<file path="src/rtl/if_fetch_ctrl.sv">
// Instruction-fetch controller: PC register, IF/ID register and imem request/ready handshake.
// Optional macro FETCH_PERF_CNT_EN adds saturating stall/bubble cycle counters.
module if_fetch_ctrl #(
  parameter logic [31:0] RESET_PC     = 32'h00000000,
  parameter logic [31:0] BUBBLE_INSTR = 32'h00000000
) (
  input  logic        clk,
  input  logic        reset,
  input  logic        stall,
  input  logic        ifflush,
  input  logic        redirect_valid,
  input  logic [31:0] redirect_pc,
  output logic        imem_req,
  output logic [31:0] imem_addr,
  input  logic        imem_ready,
  input  logic [31:0] imem_rdata,
  output logic [31:0] pc,
  output logic        ifid_valid,
  output logic [31:0] ifid_instr,
`ifdef FETCH_PERF_CNT_EN
  output logic [15:0] stall_cycles,
  output logic [15:0] bubble_cycles,
`endif
  output logic [31:0] ifid_pc4
);

  typedef enum logic [0:0] {
    FETCH   = 1'b0,
    DISCARD = 1'b1
  } state_e;

  state_e      state_q, state_d;
  logic [31:0] pc_q, pc_d;
  logic [31:0] pending_pc_q, pending_pc_d;
  logic        ifid_valid_q, ifid_valid_d;
  logic [31:0] ifid_instr_q, ifid_instr_d;
  logic [31:0] ifid_pc4_q, ifid_pc4_d;
  logic        accept_s;
  logic        bubble_load_s;
  logic [31:0] pc_plus4_s;

  assign pc_plus4_s = pc_q + 32'd4;
  assign accept_s   = (state_q == FETCH) & imem_ready & ~stall & ~ifflush & ~redirect_valid;

  // Next-state logic for the fetch FSM, PC and IF/ID register
  always_comb begin
    state_d       = state_q;
    pc_d          = pc_q;
    pending_pc_d  = pending_pc_q;
    ifid_valid_d  = ifid_valid_q;
    ifid_instr_d  = ifid_instr_q;
    ifid_pc4_d    = ifid_pc4_q;
    bubble_load_s = 1'b0;

    if (ifflush || redirect_valid) begin
      ifid_valid_d  = 1'b0;
      ifid_instr_d  = BUBBLE_INSTR;
      bubble_load_s = 1'b1;
    end else if (stall) begin
      ifid_valid_d = ifid_valid_q;
    end else if (accept_s) begin
      ifid_valid_d = 1'b1;
      ifid_instr_d = imem_rdata;
      ifid_pc4_d   = pc_plus4_s;
    end else begin
      ifid_valid_d  = 1'b0;
      ifid_instr_d  = BUBBLE_INSTR;
      bubble_load_s = 1'b1;
    end

    case (state_q)
      FETCH: begin
        if (redirect_valid) begin
          if (imem_ready) begin
            pc_d = redirect_pc;
          end else begin
            pending_pc_d = redirect_pc;
            state_d      = DISCARD;
          end
        end else if (accept_s) begin
          pc_d = pc_plus4_s;
        end else begin
          pc_d = pc_q;
        end
      end
      DISCARD: begin
        // The outstanding response belongs to the abandoned path; only its arrival matters.
        if (redirect_valid) begin
          pending_pc_d = redirect_pc;
        end else begin
          pending_pc_d = pending_pc_q;
        end
        if (imem_ready) begin
          pc_d    = redirect_valid ? redirect_pc : pending_pc_q;
          state_d = FETCH;
        end else begin
          pc_d = pc_q;
        end
      end
      default: begin
        state_d = FETCH;
      end
    endcase
  end

  // State registers with synchronous reset
  always_ff @(posedge clk) begin
    if (reset) begin
      state_q      <= FETCH;
      pc_q         <= RESET_PC;
      pending_pc_q <= 32'h00000000;
      ifid_valid_q <= 1'b0;
      ifid_instr_q <= BUBBLE_INSTR;
      ifid_pc4_q   <= 32'h00000000;
    end else begin
      state_q      <= state_d;
      pc_q         <= pc_d;
      pending_pc_q <= pending_pc_d;
      ifid_valid_q <= ifid_valid_d;
      ifid_instr_q <= ifid_instr_d;
      ifid_pc4_q   <= ifid_pc4_d;
    end
  end

  assign imem_req   = ~reset;
  assign imem_addr  = pc_q;
  assign pc         = pc_q;
  assign ifid_valid = ifid_valid_q;
  assign ifid_instr = ifid_instr_q;
  assign ifid_pc4   = ifid_pc4_q;

`ifdef FETCH_PERF_CNT_EN
  logic [15:0] stall_cycles_q, stall_cycles_d;
  logic [15:0] bubble_cycles_q, bubble_cycles_d;

  // Saturating counter increments
  always_comb begin
    stall_cycles_d  = stall_cycles_q;
    bubble_cycles_d = bubble_cycles_q;
    if (stall && (stall_cycles_q != 16'hFFFF)) begin
      stall_cycles_d = stall_cycles_q + 16'd1;
    end else begin
      stall_cycles_d = stall_cycles_q;
    end
    if (bubble_load_s && (bubble_cycles_q != 16'hFFFF)) begin
      bubble_cycles_d = bubble_cycles_q + 16'd1;
    end else begin
      bubble_cycles_d = bubble_cycles_q;
    end
  end

  // Counter registers
  always_ff @(posedge clk) begin
    if (reset) begin
      stall_cycles_q  <= 16'd0;
      bubble_cycles_q <= 16'd0;
    end else begin
      stall_cycles_q  <= stall_cycles_d;
      bubble_cycles_q <= bubble_cycles_d;
    end
  end

  assign stall_cycles  = stall_cycles_q;
  assign bubble_cycles = bubble_cycles_q;
`endif

endmodule

</file>
<file path="config.mk">
export PLATFORM = sky130hd
export DESIGN_NAME = if_fetch_ctrl
export DESIGN_NICKNAME = d
export VERILOG_FILES = /design/src/rtl/if_fetch_ctrl.sv
export SDC_FILE = /design/constraint.sdc
export NUM_CORES = 1
export LEC_CHECK = 0
export BUFFER_PORTS_ARGS = -buffer_cell sky130_fd_sc_hd__buf_4
export CORE_ASPECT_RATIO = 0.8
export CORE_UTILIZATION = 53
export CTS_BUF_LIST = sky130_fd_sc_hd__clkbuf_4 sky130_fd_sc_hd__clkbuf_8
export DETAILED_ROUTE_END_ITERATION = 12
export PLACE_DENSITY = 0.83
export SLEW_MARGIN = 20
export SYNTH_ARGS = -nofsm -noshare
export SYNTH_HDL_FRONTEND = slang
export SYNTH_SLANG_ARGS = --single-unit
</file>
<file path="constraint.sdc">
create_clock -name clk -period 2.47 [get_ports clk]
set_clock_uncertainty 0.15 [all_clocks]
set_input_delay 0.494 -clock clk [delete_from_list [all_inputs] [get_ports clk]]
set_output_delay 0.494 -clock clk [all_outputs]
set_load 0.005 [all_outputs]
</file>
Yosys cells after proc, flatten, opt, wreduce, memory -nomap -nowiden --
Index checks and enable logic that the tools add are counted. Widths: inputs -> output; s select.
Operators by class: add/subtract/negate cells 1, multiply operators 0, divide/modulo/power cells 0, $lt $le $gt $ge 0, eq/ne operators 5, shifts and indexed selects 0, mux-type cells 14, bitwise operators 10, reductions and logical operators 5
Operators with widths (count):
- $mux 32 | 8
- $pmux 32 s2 | 2
- $add 32x3->32 const B | 1
- $ne 2x2->1 const B | 3
- $ne 3x3->1 const B | 2
- $not 1->1 | 6
- $reduce_and 3->1 | 2
- $and 1x1->1 | 4
- $mux 1 | 3
- $pmux 1 s2 | 1
- $reduce_and 2->1 | 1
- $reduce_or 2->1 | 1
- $logic_or 1x1->1 | 1
Storage, ports and cells: register bits after elaboration 130, latch bits 0, bits in writable memories 0, ROM bits 0, input port bits 70, memories kept 0

Depth between registers and ports, before layout --
depth in word-level cells 8, mapped depth 9

Least setup slack after synthesis --
Ideal clock, no wire load.
path type register -> register, start point register pc_q[3] (netlist: imem_addr[3]), end point register pc_q[14] (netlist: imem_addr[14]), library setup time 0.092 ns, data arrival time 1.770 ns, slack 0.458 ns, stages on the path, launching flop included 7, buffers on the path 0, clock period less this slack 2.012 ns, path through dfxtp_1 -> ha_1 -> nand4_2 -> or4_4 -> nor3_2 -> a211oi_1 -> o32ai_1
Between the ends: cells in the longest elaborated chain, start to end 4
RTL lines:
- start: declaration | RTL line 33 | logic [31:0] pc_q, pc_d;
- start signal: assignment | RTL line 117 | pc_q <= pc_d;
- $add 32x3->32 | RTL line 42 | assign pc_plus4_s = pc_q + 32'd4;
- $mux 32 | RTL line 80 | end else if (accept_s) begin
- $mux 32 | RTL line 73 | if (redirect_valid) begin
- $pmux 32 s2 | RTL line 71 | case (state_q)
Every way passes these cells. The select of a mux whose other input is x is not followed. A chain may end at the register's enable or synchronous reset.

Worst setup path in the final report --
start point register pc_q[3] (netlist: imem_addr[3]), end point register pc_q[18] (netlist: imem_addr[18])
Same word-level chain as after synthesis.

==> impl_metrics.toml <==
[sta]
max_slew_margin_pct = 57.3
min_period_ns = 2.28
post-route-worst-setup-slack_ns = 0.193
fin_setup_tns_ns = 0
max_frequency_mhz = 439
timing.final.max_slew_violations = 0
rsz_0062_raised_after_global_routing = "false"
timing_worst_slew_pin_value_ns = 0.635
finalSetupViolCount = 0
count_of_endpoints_failing_hold_in_the_final_timing_report = 0
final_min_period_over_clock_period_pct = 92.2

[die]
dieArea_um2 = 12100
chipHeight_um = 98.7
standard_cell_row_count = 34
core_um2 = 11100
initial_core_util_pct = 55.8
die_w_um = 123
io_pins = 200

[run]
max-cap-violations = 0

[layout]
area_growth_pct = 29.9
instances_no_fill = 1102
antennaDiodeCount = 0
proportion_of_layout_cells_with_a_drive_suffix_above_1_pct = 30.1
finalNetCount = 1016

[yosys]
synth_edf_count = 0
postSynthCellCount = 784
syn-num-nets = 855
ys_top_cells_by_area = "sky130_fd_sc_hd__dfxtp_1 (42%), sky130_fd_sc_hd__nand2_1 (7.3%), sky130_fd_sc_hd__a21oi_1 (7.2%)"
synthesis.area_per_instance_um2 = 7.90
synth_seq_cells = 130
synth.cell_area_um2 = 6200
synth.yosys.seq_area_share_pct = 42.0
netlist.top_cell.by_area = "sky130_fd_sc_hd__dfxtp_1"
ys_async_sr_fraction_pct = 0
ys_types = 60
synth.yosys.warnings = 0
synthFlopType = "sky130_fd_sc_hd__dfxtp_1"
synth_top_area_share_pct = 42.0

[cts]
cts.path.max_buffers = 2
cts.repair_timing.setup_buffer_count = 0
cts-root-buf = "sky130_fd_sc_hd__clkbuf_8"
tritoncts_buffers = 17
clk-insertion-delay-late_ns = 0.44
clkSlewWorstSetupHoldPaths_ns = 0.08
hold_buffers = 0
h-tree-depth = 4
tritoncts_sink_count = 130
cts_tree = "done"
cts-resized-gates = 0

[power_and_ir_drop]
power.ir.vdd_worst_v = 0.000439
p_int_mw = 3.29
post-layout-total-power_mw = 4.60
switching_share_pct = 28.5
seq_power_share_pct = 49.2
power.switching_mw = 1.31
power.share.combinational_pct = 14.9
cellLeakagePower_nw = 3.32
power_per_cell_area_nw_per_um2 = 572
clockPowerShare_pct = 35.9

[drt]
drc = 0
drtPass1Iterations = 6
postRouteWirelength_um = 20100
routedWlPerCell_um = 18.2
drt-vias-per-instance = 5.96
ant_nets = 0
first_iteration_detailed_routing_drc_count = 712
vias_after_detailed_routing = 6563

[global_route]
global_route_wire_length_before_repair_um = 31100
grt_overflow = 0
grt_antenna_before_repair = 0
grt_start_max_net_pins = 54
via_count_of_the_first_global_routing_pass = 5852
global_route.usage.total_pct = 33.2

[setup_path]
worst_r2r_endpoint = "imem_addr[18]"
crit_path_start_kind = "register"
timing.critical_path.to = "imem_addr[18]"
worstPathRequired_ns = 2.65
worst-setup-path-type = "register to register"
setup.worst_path.start = "imem_addr[3]"
flop2flop_setup_slack_ns = 0.19
worst-r2r-cell-count = 6
setup.worst_path.end_class = "register"
crit-reg2reg-launch = "imem_addr[3]"
path_max_fanout = 7
worstPathArrival_ns = 2.46

[place]
finalWeightedCongestion = 0.936
place.port_buffers = 199
pre_cts_slack_ns = 0.248
hpwlAfterDp_um = 14600
place.detailed.instances = 1070

[min_path]
hold_path_depth = 3
hp-class = "input port to register"

[status]
run_status = "finished clean"
-- flip-flops by register name, indices dropped and copies added, names as in the netlist --
name	count
ifid_instr	32
ifid_pc4	32
ifid_valid	1
imem_addr	32
pending_pc_q	32
state_q	1
-- per-stage QoR --
| stage | util, % | area (um2) | hold slack (ns) |
|---|---|---|---|
| floorplan | - | 6200 | 0.282 |
| global placement | 69.2 | 7680 | 0.287 |
| detailed placement | 69.2 | 7680 | 0.293 |
| CTS | 72.5 | 8050 | 0.125 |
| global route | 72.5 | 8050 | 0.131 |
| finish | 72.5 | 8050 | 0.133 |
-- power by group through the flow --
| stage | logic [mW] | registers [mW] | clock network, mW |
|---|---|---|---|
| 3_5_place_dp | 0.672 | 2.31 | 0 |
| 3_3_place_gp | 0.660 | 2.30 | 0 |
| 4_1_cts | 0.676 | 2.26 | 1.66 |
| 2_1_floorplan | 0.362 | 2.29 | 0 |
| 6_report | 0.686 | 2.26 | 1.65 |
| 5_1_grt | 0.743 | 2.27 | 1.75 |
-- synth_stat cells (all sizes together), types with 5 or more instances --
| cell type | count |
|---|---|
| o211ai | 8 |
| o31a | 5 |
| xor2 | 11 |
| a31oi | 8 |
| o22ai | 5 |
| or3 | 7 |
| o21ai | 57 |
| nand4 | 14 |
| xnor2 | 14 |
| and3 | 15 |
| a211oi | 12 |
| nand2 | 121 |
| a21oi | 89 |
| clkbuf | 42 |
| nor3 | 10 |
| nand3 | 21 |
| dfxtp | 130 |
| nor4 | 5 |
| buf | 57 |
| inv | 14 |
| a22oi | 36 |
| nor2 | 66 |
-- area by class of cell --
cell class                 count  area, um2
sequential                   130       2600
tap                          144        180
clock inverter                11       80.1
timing repair buffer         241       1830
multi-input combinational    541       3020
clock buffer                  21        283
fill                         884       3060
inverter                      14       52.6
-- critical path: stages (launching register included) --
cell	delay [ns]
sky130_fd_sc_hd__dfxtp_1	0.34
sky130_fd_sc_hd__ha_1	0.25
sky130_fd_sc_hd__nand4_2	0.21
sky130_fd_sc_hd__nor2_2	0.39
sky130_fd_sc_hd__nand3_1	0.25
sky130_fd_sc_hd__o31a_1	0.30
sky130_fd_sc_hd__o31ai_1	0.28
-- worst min path at each step --
stage | startpoint | endpoint | slack, ns
global placement | pending_pc_q[26] | pending_pc_q[26] | 0.29
detailed placement | pending_pc_q[17] | pending_pc_q[17] | 0.29
global route | imem_rdata[22] | ifid_instr[22] | 0.13
floorplan | pending_pc_q[12] | pending_pc_q[12] | 0.28
CTS | imem_rdata[22] | ifid_instr[22] | 0.12
finish | imem_rdata[22] | ifid_instr[22] | 0.13
-- cells in the final DEF (no fill, tap or decap), types with 9 or more instances in the layout --
cell type,synthesis,final
sky130_fd_sc_hd__nand4_1,12,12
sky130_fd_sc_hd__inv_1,14,14
sky130_fd_sc_hd__xor2_1,11,11
sky130_fd_sc_hd__a211oi_1,12,12
sky130_fd_sc_hd__nor3_1,9,9
sky130_fd_sc_hd__dfxtp_1,130,130
sky130_fd_sc_hd__xnor2_1,14,14
sky130_fd_sc_hd__a22oi_1,36,36
sky130_fd_sc_hd__buf_4,35,239
sky130_fd_sc_hd__nand3_1,19,19
sky130_fd_sc_hd__a21oi_1,89,88
sky130_fd_sc_hd__nor2_1,65,65
sky130_fd_sc_hd__nand2_1,120,120
sky130_fd_sc_hd__and3_1,15,14
sky130_fd_sc_hd__clkbuf_8,0,20
sky130_fd_sc_hd__o21ai_0,56,56
-- per-layer routing --
layer / vias up / wire [um] / part of all wire (%) / track usage, %
li1: 3054 / - / - / -
met1: 3104 / 8720 / 43 / 47.1
met2: 379 / 9030 / 45 / 49.7
met3: 26 / 2070 / 10 / 8.04
met4: 0 / 245 / 1.2 / 9.66
met5: - / 0 / 0 / 0
-- kinds of logic after synthesis --
family / after synthesis / synth area share (%)
and+or+nand+nor: 268 / 20.3
adders and majority gates: 1 / 0.202
DFF: 130 / 42.0
AOI/OAI and AO/OA: 243 / 23.9
muxes: 4 / 0.646
buffers and inverters: 113 / 9.43
xor gates and xnor gates: 25 / 3.53
Power figures use the tool's default switching activity.
